--- config.mk ---
export PLATFORM = sky130hd
export DESIGN_NAME = key_entry_buffer_flat
export DESIGN_NICKNAME = d
export VERILOG_FILES = /design/src/rtl/key_entry_pkg.sv /design/src/rtl/key_entry_buffer_if.sv /design/src/rtl/key_entry_buffer_debounce.sv /design/src/rtl/key_entry_buffer.sv /design/src/flat_wrapper.sv
export SDC_FILE = /design/constraint.sdc
export NUM_CORES = 1
export LEC_CHECK = 0
export ABC_AREA = 0
export CAP_MARGIN = 20
export CORE_MARGIN = 3
export CORE_UTILIZATION = 56
export CTS_BUF_LIST = sky130_fd_sc_hd__clkbuf_8
export DETAILED_ROUTE_END_ITERATION = 10
export MAX_ROUTING_LAYER = met4
export PLACE_DENSITY = 0.95
export SYNTH_ARGS = -nofsm -noshare
export SYNTH_HDL_FRONTEND = slang
export SYNTH_SLANG_ARGS = --single-unit
--- constraint.sdc ---
create_clock -name CLK -period 3.7 [get_ports CLK]
set_clock_uncertainty 0.15 [all_clocks]
set_input_delay 0.74 -clock CLK [delete_from_list [all_inputs] [get_ports CLK]]
set_output_delay 0.74 -clock CLK [all_outputs]
set_load 0.05 [all_outputs]
--- src/rtl/key_entry_pkg.sv ---
// Shared types and key/operator encodings for the keypad entry buffer.
// Used by key_debounce and key_entry_buffer.
package key_entry_pkg;

  typedef enum logic [1:0] {
    IDLE         = 2'd0,
    PRESS_WAIT   = 2'd1,
    HELD         = 2'd2,
    RELEASE_WAIT = 2'd3
  } key_state_e;

  localparam logic [3:0] KEY_DIGIT_MAX = 4'd9;
  localparam logic [3:0] KEY_ADD       = 4'd10;
  localparam logic [3:0] KEY_SUB       = 4'd11;
  localparam logic [3:0] KEY_MUL       = 4'd12;
  localparam logic [3:0] KEY_DIV       = 4'd13;
  localparam logic [3:0] KEY_EQ        = 4'd14;
  localparam logic [3:0] KEY_CLR       = 4'd15;

  localparam logic [2:0] OP_ADD = 3'd0;
  localparam logic [2:0] OP_SUB = 3'd1;
  localparam logic [2:0] OP_MUL = 3'd2;
  localparam logic [2:0] OP_DIV = 3'd3;
  localparam logic [2:0] OP_EQ  = 3'd4;

  function automatic logic is_digit(input logic [3:0] key);
    return key <= KEY_DIGIT_MAX;
  endfunction

  function automatic logic is_operator(input logic [3:0] key);
    return (key >= KEY_ADD) && (key <= KEY_EQ);
  endfunction

  // Operator keys are contiguous, so the opcode is just the offset from ADD.
  function automatic logic [2:0] to_opcode(input logic [3:0] key);
    logic [3:0] offset;
    offset = key - KEY_ADD;
    return offset[2:0];
  endfunction

endpackage

--- src/rtl/key_entry_buffer_if.sv ---
// Scanner-side inputs and ALU-side event handshake of the key entry buffer.
// master = the entry buffer, slave = scanner/ALU environment.
interface key_entry_buffer_if #(
  parameter int NDIGITS = 8
) ();
  localparam int OPW = 4 * NDIGITS;
  localparam int CW  = $clog2(NDIGITS + 1);

  logic           KeyRead;
  logic [3:0]     BCDKey;
  logic [OPW-1:0] operand;
  logic [CW-1:0]  digitCount;
  logic           opValid;
  logic [2:0]     opCode;
  logic [OPW-1:0] opOperand;
  logic           opReady;
  logic           entryOverflow;

  modport master (
    input  KeyRead, BCDKey, opReady,
    output operand, digitCount, opValid, opCode, opOperand, entryOverflow
  );

  modport slave (
    output KeyRead, BCDKey, opReady,
    input  operand, digitCount, opValid, opCode, opOperand, entryOverflow
  );
endinterface

--- src/rtl/key_entry_buffer_debounce.sv ---
// Debounce FSM: turns the scanner KeyRead/BCDKey level pair into a single
// one-cycle accept per press; accepts are stalled while hold_i is high.
module key_debounce
  import key_entry_pkg::*;
#(
  parameter int DEBOUNCE_CYCLES = 16
) (
  input  logic       CLK,
  input  logic       RESET,
  input  logic       key_read_i,
  input  logic [3:0] bcd_key_i,
  input  logic       hold_i,
  output logic       key_accept_o,
  output logic [3:0] key_code_o
);

  localparam int CNT_W = $clog2(DEBOUNCE_CYCLES + 1);
  localparam logic [CNT_W-1:0] CNT_ONE  = CNT_W'(1);
  localparam logic [CNT_W-1:0] CNT_MAX  = CNT_W'(DEBOUNCE_CYCLES);
  // The cycle that moved the FSM out of IDLE/HELD already counts as sample one.
  localparam logic [CNT_W-1:0] CNT_LAST = CNT_W'(DEBOUNCE_CYCLES - 1);

  key_state_e     state_q, state_d;
  logic [CNT_W-1:0] cnt_q, cnt_d;
  logic [3:0]     key_lat_q, key_lat_d;
  logic [CNT_W-1:0] cnt_inc;

  assign cnt_inc = (cnt_q >= CNT_MAX) ? CNT_MAX : cnt_q + CNT_ONE;

  // NOTE: state registers use non-blocking assignments so every flop samples
  // the pre-edge value of every other flop, independent of statement order.
  always_ff @(posedge CLK or negedge RESET) begin
    if (!RESET) begin
      state_q   <= IDLE;
      cnt_q     <= '0;
      key_lat_q <= '0;
    end else begin
      state_q   <= state_d;
      cnt_q     <= cnt_d;
      key_lat_q <= key_lat_d;
    end
  end

  // NOTE: every signal written here gets a default first, so no path through
  // the case statement can leave one unassigned and infer a latch.
  always_comb begin
    state_d      = state_q;
    cnt_d        = cnt_q;
    key_lat_d    = key_lat_q;
    key_accept_o = 1'b0;

    unique case (state_q)
      IDLE: begin
        if (key_read_i) begin
          state_d   = PRESS_WAIT;
          key_lat_d = bcd_key_i;
          cnt_d     = CNT_ONE;
        end
      end

      PRESS_WAIT: begin
        if (!key_read_i) begin
          state_d = IDLE;
          cnt_d   = '0;
        end else if (bcd_key_i != key_lat_q) begin
          key_lat_d = bcd_key_i;
          cnt_d     = CNT_ONE;
        end else if (cnt_q >= CNT_LAST && !hold_i) begin
          key_accept_o = 1'b1;
          state_d      = HELD;
          cnt_d        = '0;
        end else begin
          // While stalled the count saturates so the press fires as soon as hold drops.
          cnt_d = cnt_inc;
        end
      end

      HELD: begin
        if (!key_read_i) begin
          state_d = RELEASE_WAIT;
          cnt_d   = CNT_ONE;
        end
      end

      RELEASE_WAIT: begin
        if (key_read_i) begin
          cnt_d = '0;
        end else if (cnt_q >= CNT_LAST) begin
          state_d = IDLE;
          cnt_d   = '0;
        end else begin
          cnt_d = cnt_inc;
        end
      end

      default: begin
        state_d = IDLE;
        cnt_d   = '0;
      end
    endcase
  end

  assign key_code_o = key_lat_q;

endmodule

--- src/rtl/key_entry_buffer.sv ---
// Keypad entry buffer: BCD operand shift register, digit counter and the
// operator event register handed to the ALU. Option: LEADING_ZERO_SUPPRESS_EN.
module key_entry_buffer
  import key_entry_pkg::*;
#(
  parameter int NDIGITS         = 8,
  parameter int DEBOUNCE_CYCLES = 16
) (
  input  logic              CLK,
  input  logic              RESET,
  key_entry_buffer_if.master bus
);

  localparam int OPW = 4 * NDIGITS;
  localparam int CW  = $clog2(NDIGITS + 1);
  localparam logic [CW-1:0] COUNT_FULL = CW'(NDIGITS);
  localparam logic [CW-1:0] COUNT_ONE  = CW'(1);

  logic           key_accept;
  logic [3:0]     key_code;
  logic           lz_drop;

  logic [OPW-1:0] operand_q, operand_d;
  logic [CW-1:0]  count_q, count_d;
  logic           overflow_q, overflow_d;
  logic           op_valid_q, op_valid_d;
  logic [2:0]     op_code_q, op_code_d;
  logic [OPW-1:0] op_operand_q, op_operand_d;

  key_debounce #(
    .DEBOUNCE_CYCLES(DEBOUNCE_CYCLES)
  ) u_debounce (
    .CLK          (CLK),
    .RESET        (RESET),
    .key_read_i   (bus.KeyRead),
    .bcd_key_i    (bus.BCDKey),
    .hold_i       (op_valid_q),
    .key_accept_o (key_accept),
    .key_code_o   (key_code)
  );

`ifdef LEADING_ZERO_SUPPRESS_EN
  assign lz_drop = (key_code == 4'd0) && (count_q == '0);
`else
  assign lz_drop = 1'b0;
`endif

  always_ff @(posedge CLK or negedge RESET) begin
    if (!RESET) begin
      operand_q    <= '0;
      count_q      <= '0;
      overflow_q   <= 1'b0;
      op_valid_q   <= 1'b0;
      op_code_q    <= '0;
      op_operand_q <= '0;
    end else begin
      operand_q    <= operand_d;
      count_q      <= count_d;
      overflow_q   <= overflow_d;
      op_valid_q   <= op_valid_d;
      op_code_q    <= op_code_d;
      op_operand_q <= op_operand_d;
    end
  end

  always_comb begin
    operand_d    = operand_q;
    count_d      = count_q;
    overflow_d   = 1'b0;
    op_valid_d   = op_valid_q;
    op_code_d    = op_code_q;
    op_operand_d = op_operand_q;

    if (op_valid_q && bus.opReady) begin
      op_valid_d = 1'b0;
    end

    // Accepts never coincide with op_valid_q=1: the debouncer is held off then.
    if (key_accept) begin
      if (is_digit(key_code)) begin
        if (lz_drop) begin
          operand_d = operand_q;
        end else if (count_q < COUNT_FULL) begin
          operand_d = OPW'({operand_q, key_code});
          count_d   = count_q + COUNT_ONE;
        end else begin
          overflow_d = 1'b1;
        end
      end else if (is_operator(key_code)) begin
        op_valid_d   = 1'b1;
        op_code_d    = to_opcode(key_code);
        op_operand_d = operand_q;
        operand_d    = '0;
        count_d      = '0;
      end else begin
        // Clear wipes the entry only; an outstanding event is left for the ALU.
        operand_d = '0;
        count_d   = '0;
      end
    end
  end

  assign bus.operand       = operand_q;
  assign bus.digitCount    = count_q;
  assign bus.entryOverflow = overflow_q;
  assign bus.opValid       = op_valid_q;
  assign bus.opCode        = op_code_q;
  assign bus.opOperand     = op_operand_q;

endmodule

--- src/flat_wrapper.sv ---
// flat-port wrapper written by rule: the top's interface ports become plain ports
module key_entry_buffer_flat import key_entry_pkg::*;
#(
  parameter int NDIGITS         = 8,
  parameter int DEBOUNCE_CYCLES = 16
)
  (CLK, RESET, bus_KeyRead, bus_BCDKey, bus_opReady, bus_operand, bus_digitCount, bus_opValid, bus_opCode, bus_opOperand, bus_entryOverflow);
  key_entry_buffer_if #(.NDIGITS(NDIGITS)) bus_i ();
  input  logic CLK;
  input  logic RESET;
  input wire logic [$bits(bus_i.KeyRead)-1:0] bus_KeyRead;
  input wire logic [$bits(bus_i.BCDKey)-1:0] bus_BCDKey;
  input wire logic [$bits(bus_i.opReady)-1:0] bus_opReady;
  output wire logic [$bits(bus_i.operand)-1:0] bus_operand;
  output wire logic [$bits(bus_i.digitCount)-1:0] bus_digitCount;
  output wire logic [$bits(bus_i.opValid)-1:0] bus_opValid;
  output wire logic [$bits(bus_i.opCode)-1:0] bus_opCode;
  output wire logic [$bits(bus_i.opOperand)-1:0] bus_opOperand;
  output wire logic [$bits(bus_i.entryOverflow)-1:0] bus_entryOverflow;
  assign bus_i.KeyRead = bus_KeyRead;
  assign bus_i.BCDKey = bus_BCDKey;
  assign bus_i.opReady = bus_opReady;
  assign bus_operand = bus_i.operand;
  assign bus_digitCount = bus_i.digitCount;
  assign bus_opValid = bus_i.opValid;
  assign bus_opCode = bus_i.opCode;
  assign bus_opOperand = bus_i.opOperand;
  assign bus_entryOverflow = bus_i.entryOverflow;
  key_entry_buffer #(.NDIGITS(NDIGITS), .DEBOUNCE_CYCLES(DEBOUNCE_CYCLES)) u_core (.CLK(CLK), .RESET(RESET), .bus(bus_i));
endmodule
==> results of run 1 <==
## worst max-delay path, delay by kind of cell
family / cells / cell delay, ns
and+or+nand+nor: 3 / 0.76
muxes: 1 / 0.33
buffers and inverters: 2 / 0.77
AOI/OAI and AO/OA: 1 / 0.34
## final cells by class
class / instances / area share
Clock inverter: 6 / 0.00982
Sequential cell: 84 / 0.446
Timing Repair Buffer: 85 / 0.180
Inverter: 9 / 0.00717
Multi-Input combinational cell: 214 / 0.308
Tap cell: 77 / 0.0204
Clock buffer: 10 / 0.0292
## sequential cells by signal, indices dropped and copies added, names as in the netlist, named ones only
register and cells:
u_core.bus.digitCount 4, u_core.u_debounce.state_q 1, u_core.bus.opValid 1, u_core.bus.opOperand 32, u_core.bus.entryOverflow 1, u_core.bus.operand 32, u_core.u_debounce.cnt_q 5, u_core.u_debounce.key_code_o 4
u_core.bus.opCode 3
## kinds of logic after synthesis
kind of cell,share of synthesized area
AND/OR/NAND/NOR,0.135
flip-flops,0.567
AO/OA/AOI/OAI,0.0990
multiplexers,0.128
buffers and inverters,0.0426
XOR/XNOR,0.0118
adder cells (fa/ha/maj),0.0169
## power groups by stage
stage	logic, mW	clock network (mW)	registers, mW
after floorplan	0.0425	0	0.947
after global placement	0.0704	0	0.952
after detailed placement	0.0732	0	0.952
after CTS	0.0735	0.618	0.934
after global routing	0.0843	0.665	0.936
final	0.0754	0.603	0.934
## synth_stat cells (all sizes together) (2+ instances only)
cell,number
a21o,3
a21oi,5
and3,3
and4,2
buf,9
clkbuf,8
dfrtp,84
ha,5
inv,9
mux2,33
nand2,78
nand2b,2
nand3,4
nand4,2
nor2,6
nor3,6
o21ai,38
o22ai,2
o31ai,3
xor2,4
## worst paths after layout
path | to | depth (start not counted) | slack (ns) | startpoint
min reg2reg | u_core.bus.opOperand[4] | 1 | 0.36 | u_core.bus.opOperand[4]
max | u_core.bus.opOperand[25] | 7 | 0.84 | bus_KeyRead
max in group asynchronous | u_core.u_debounce.cnt_q[3] | 2 | 2.60 | RESET
min in group CLK | u_core.bus.opOperand[4] | 1 | 0.36 | u_core.bus.opOperand[4]
min | u_core.bus.opOperand[12] | 1 | 0.19 | RESET
max reg2reg | u_core.bus.opOperand[2] | 8 | 0.98 | u_core.u_debounce.cnt_q[0]
## layer usage
metal,wire length (um),part of all wire,vias up,GRT usage
li1,-,-,1264,-
met4,162,0.021,0,0.116
met3,300,0.039,13,0.0322
met1,3190,0.41,1284,0.260
met2,4070,0.53,81,0.363
met5,0,0,-,-
## through the flow
stage	instances	cell area, um^2	worst slack [ns]	power [mW]
6_report	485	4710	0.836	1.61
5_1_grt	485	4710	0.776	1.68
4_1_cts	484	4690	0.869	1.63
3_5_place_dp	468	4510	0.507	1.03
3_3_place_gp	468	4510	0.577	1.02
2_1_floorplan	324	3700	1.24	0.989
==> impl_metrics.ini, run 1 <==
[sta]
fmax_mhz = 349
hold_ws_ns = 0.191
setup_viol = 0
hold_violations = 0
finalWorstPathRequiredPeriod_ns = 2.86
worst-slew-pin-transition_ns = 0.540
layout_worst_path_cycle_share = 0.774
final-max-slew-violation-count = 0
setup-tns-final_ns = 0
slew_headroom = 0.640
grt_setup_unrepaired = no

[drt]
wl_per_cell_um = 15.9
detail_route.wirelength_um = 7730
drt_drc_violations_left = 0
ant_nets = 0
drt_pass1_iterations = 5
drtIter0Drc = 132
viasPerCell = 5.45
detailroute.via_count = 2642

[clock_network]
tritoncts = yes
post_cts_sizing_count = 0
clkSlewWorstSetupHoldPaths_ns = 0.08
clock-root-buffer = clkbuf_8
clockBufferDepth = 2
clock-sinks = 84
hold_buf_cts = 0
htree_num_levels = 3
post_cts.repair.setup_buffers = 0
cts_buffers = 9
worst_skew_pair.late_latency_ns = 0.36

[global_routing]
grt_pass1_vias = 2563
gr-usage-all-layers = 0.220
global_route.overflow_total = 0
grt_first_pass_wirelength_um = 12500
grt_start_max_net_pins = 85
antenna_violations_before_repair = 0

[synth]
synth-async-reset-ratio = 1.00
netlist_instances = 324
yosysWarnings = 0
netlist_area_mm2 = 0.00370
syn_avg_cell_area_um2 = 11.4
synth_top_flop_cell = dfrtp_1
synth_seq_area_share = 0.567
synth.distinct_cells = 47
postSynthNetCount = 337
synth_area_leader_cell = dfrtp_1
synth_largest_type_area_fraction = 0.567
post_synth_main_area_contributors = dfrtp_1 57%, mux2_4 11%, nand2_1 7.9%, o21ai_0 5.0%, mux2_2 1.8%
synth_enable_flop_cells = 0
ys_seq_elements = 84

[finish]
mostFrequentLayoutCell = dfrtp_1
most-common-layout-cells = 84 x dfrtp_1, 79 x clkdlybuf4s50_1, 78 x nand2_1, 37 x o21ai_0, 27 x mux2_4
num-nets-final = 416
drive_gt1_frac = 0.152
n_antenna_cell = 0
postLayoutCoreUtil = 0.738
multiInputGateArea_mm2 = 0.00145
num-fill-cells = 418
layout_overhead_on_the_synthesized_area_pct = 27.3
seq_area_mm2 = 0.00210

[power_and_ir_drop]
switching_share = 0.248
net-switching-power_uw = 400
static-leakage-power_nw = 2.20
p_clk_frac = 0.374
internal_power_mw = 1.21
p_seq_frac = 0.579
share_comb_of_total_power = 0.047
power-per-cell-area_mw_per_mm2 = 342
ir_drop_mv = 0.231

[run_status]
outcome = completed

[worst_setup_path]
timing.setup.critical_path_class = in -> reg
crit_slowest_cell = clkdlybuf4s50_1
cp_max_fo = 18
crit_chain = clkdlybuf4s50_1 > nor2b_2 > and3_4 > nand3_4 > a311o_2 > buf_4 > mux2_4
worst-endpoint-arrival_ns = 2.95
cp-end-kind = flip-flop
start_kind = primary input
timing.critical_path.required_ns = 3.79
slowest_delay_ns = 0.53

[floorplanning]
die-area_mm2 = 0.00763
die_x_um = 87.3
die_h_um = 87.3
design.portCount = 81
design.core.area_mm2 = 0.00639
fp-row-count = 29
start_util = 0.580

[flow_run]
cap_violations = 0

[hold_path]
min-delay-path-class = in -> async

[placed_design]
place.port_buffers = 80
final_weighted_congestion_of_routability_driven_global_placement = 0.820
dp_hpwl_um = 5480
Note: power is estimated with default switching activity, not from simulation.
==> run 2: changes to the inputs <==
--- a/config.mk
+++ b/config.mk
@@ -8,11 +8,11 @@
 export ABC_AREA = 0
 export CAP_MARGIN = 20
 export CORE_MARGIN = 3
-export CORE_UTILIZATION = 56
+export CORE_UTILIZATION = 52
 export CTS_BUF_LIST = sky130_fd_sc_hd__clkbuf_8
 export DETAILED_ROUTE_END_ITERATION = 10
 export MAX_ROUTING_LAYER = met4
-export PLACE_DENSITY = 0.95
+export PLACE_DENSITY = 0.91
 export SYNTH_ARGS = -nofsm -noshare
 export SYNTH_HDL_FRONTEND = slang
 export SYNTH_SLANG_ARGS = --single-unit
==> constraint.sdc (replaced) <==
create_clock -name CLK -period 2.9 [get_ports CLK]
set_clock_uncertainty 0.15 [all_clocks]
set_input_delay 0.58 -clock CLK [delete_from_list [all_inputs] [get_ports CLK]]
set_output_delay 0.58 -clock CLK [all_outputs]
set_load 0.05 [all_outputs]
==> run 2 against run 1 <==
  * Critical endpoint is now u_core.bus.opOperand[1]
  * Highest routed layer unchanged
  * Wire length is 1.4% higher
  * Die area is 7.2% higher
  * Non-clock buffer count is 4 higher
  * Setup slack worse by 0.50 ns
  * Design area is 2.4% higher
  * Clock power is 43% higher
  * Combinational power is 34% higher
  * Hold slack worse by 0.089 ns
  * Sequential power is 27% higher
  * Largest power group unchanged
  * Register-to-register slack worse by 0.64 ns
  * Critical path depth is 1 higher
  * Utilization is 3.5 points lower
==> impl_metrics.ini, run 2 (synthesis results as in run 1) <==
[run_status]
outcome = completed

[power_and_ir_drop]
static-leakage-power_nw = 2.25
report.power.total_mw = 2.15
power-per-cell-area_mw_per_mm2 = 446
ir_drop_mv = 0.337

[worst_setup_path]
cp-end-kind = flip-flop
r2r-end = u_core.bus.opOperand[1]
cp_top_family = compound AO/OA/AOI/OAI gates
critPathCapture = u_core.bus.opOperand[1]
critical_path_cell_count = 8
timing.critical_path.required_ns = 2.99
crit_slowest_cell = dfrtp_1
worst-endpoint-arrival_ns = 2.65
regToRegSetupSlack_ns = 0.34
ff2ff_path_depth = 8
timing.setup.critical_path_class = reg -> reg
crit_chain = ha_1 > and3_1 > ha_1 > o31a_1 > nand3_4 > a311o_2 > buf_12 > mux2_2
cp_max_fo = 18
cp.buffers_inverters = 1
slowest_delay_ns = 0.46
cp_common_cell = ha_1
worstSetupStartpoint = u_core.u_debounce.cnt_q[0]
rr_startpoint = u_core.u_debounce.cnt_q[0]
start_kind = flip-flop

[finish]
multiInputGateArea_mm2 = 0.00145
most-common-layout-cells = 84 x dfrtp_1, 79 x clkdlybuf4s50_1, 78 x nand2_1, 37 x o21ai_0, 27 x mux2_4
num-nets-final = 420
layout_overhead_on_the_synthesized_area_pct = 30.3
num-fill-cells = 475
seq_area_mm2 = 0.00210
mostFrequentLayoutCell = dfrtp_1
layout.cell_area.non_filler_mm2 = 0.00483
postLayoutCoreUtil = 0.703
n_antenna_cell = 0
drive_gt1_frac = 0.160

[sta]
fmax_mhz = 390
hold_violations = 0
setup_viol = 0
final-max-slew-violation-count = 0
finalWorstPathRequiredPeriod_ns = 2.56
setup-tns-final_ns = 0
slew_headroom = 0.543
worst-slew-pin-transition_ns = 0.685
layout_worst_path_cycle_share = 0.884
grt_setup_unrepaired = no

[clock_network]
worst_skew_pair.late_latency_ns = 0.35
clockBufferDepth = 2
post_cts_sizing_count = 0
htree_num_levels = 3
clock-root-buffer = clkbuf_8
clkSlewWorstSetupHoldPaths_ns = 0.09
post_cts.repair.setup_buffers = 0
tritoncts = yes
clock-sinks = 84
hold_buf_cts = 0
cts_buffers = 9

[drt]
drt_pass1_iterations = 4
wl_per_cell_um = 15.4
drtIter0Drc = 84
detailroute.via_count = 2644
ant_nets = 0
detail_route.wirelength_um = 7840
viasPerCell = 5.20
drt_drc_violations_left = 0

[floorplanning]
start_util = 0.539
die_h_um = 90.4
fp-row-count = 30
die-area_mm2 = 0.00817
design.core.area_mm2 = 0.00687
design.portCount = 81
die_x_um = 90.4

[placed_design]
place.port_buffers = 80
detailed_place.area_mm2 = 0.00462
final_weighted_congestion_of_routability_driven_global_placement = 0.794
dp_hpwl_um = 5620

[global_routing]
grt_start_max_net_pins = 68
gr-usage-all-layers = 0.207
antenna_violations_before_repair = 0
grt_pass1_vias = 2612
grt_first_pass_wirelength_um = 13100
global_route.overflow_total = 0

[hold_path]
min-delay-path-class = in -> async

[flow_run]
cap_violations = 0
## run 2: stage by stage
step	worst slack, ns	hold WS (ns)	instances
6_report	0.337	0.102	508
3_3_place_gp	0.167	0.339	492
4_1_cts	0.342	0.112	508
3_5_place_dp	0.111	0.346	492
2_1_floorplan	0.447	0.134	324
5_1_grt	0.222	0.144	508
## run 2: worst min-delay path by stage
stage	startpoint	endpoint	slack, ns	depth (start not counted)
final	RESET	u_core.bus.opOperand[12]	0.10	1
after global routing	RESET	u_core.bus.opOperand[16]	0.14	1
after CTS	RESET	u_core.bus.opOperand[16]	0.11	1
after detailed placement	u_core.bus.opOperand[3]	u_core.bus.opOperand[3]	0.35	1
after global placement	u_core.bus.opOperand[0]	u_core.bus.opOperand[0]	0.34	1
after floorplan	RESET	asynchronous set/reset pin	0.13	0
## run 2: report_power, final
group	total, mW	internal [mW]	switching, mW
logic	0.101	0.0342	0.0665
registers	1.19	1.18	0.0150
clock network	0.860	0.413	0.447
## run 2: cell type report
class                      instances  area share
tap                               96      0.0249
clock buffer                       9      0.0257
inverter                           9     0.00700
timing repair buffer              89       0.190
sequential                        84       0.435
clock inverter                     7      0.0171
multi-input combinational        214       0.300
## run 2: worst register-to-register path, stage by stage (launching register included)
cell	delay, ns
dfrtp_1	0.46
ha_1	0.25
and3_1	0.19
ha_1	0.24
o31a_1	0.35
nand3_4	0.08
a311o_2	0.17
buf_12	0.19
mux2_2	0.36
## run 2: per-layer routing
metal / up-vias / part of all wire / global-route usage
li1: 1265 / - / -
met1: 1317 / 0.42 / 0.245
met2: 60 / 0.54 / 0.354
met3: 2 / 0.037 / 0.0525
met4: 0 / 0.0054 / 0.0536
met5: - / 0 / -
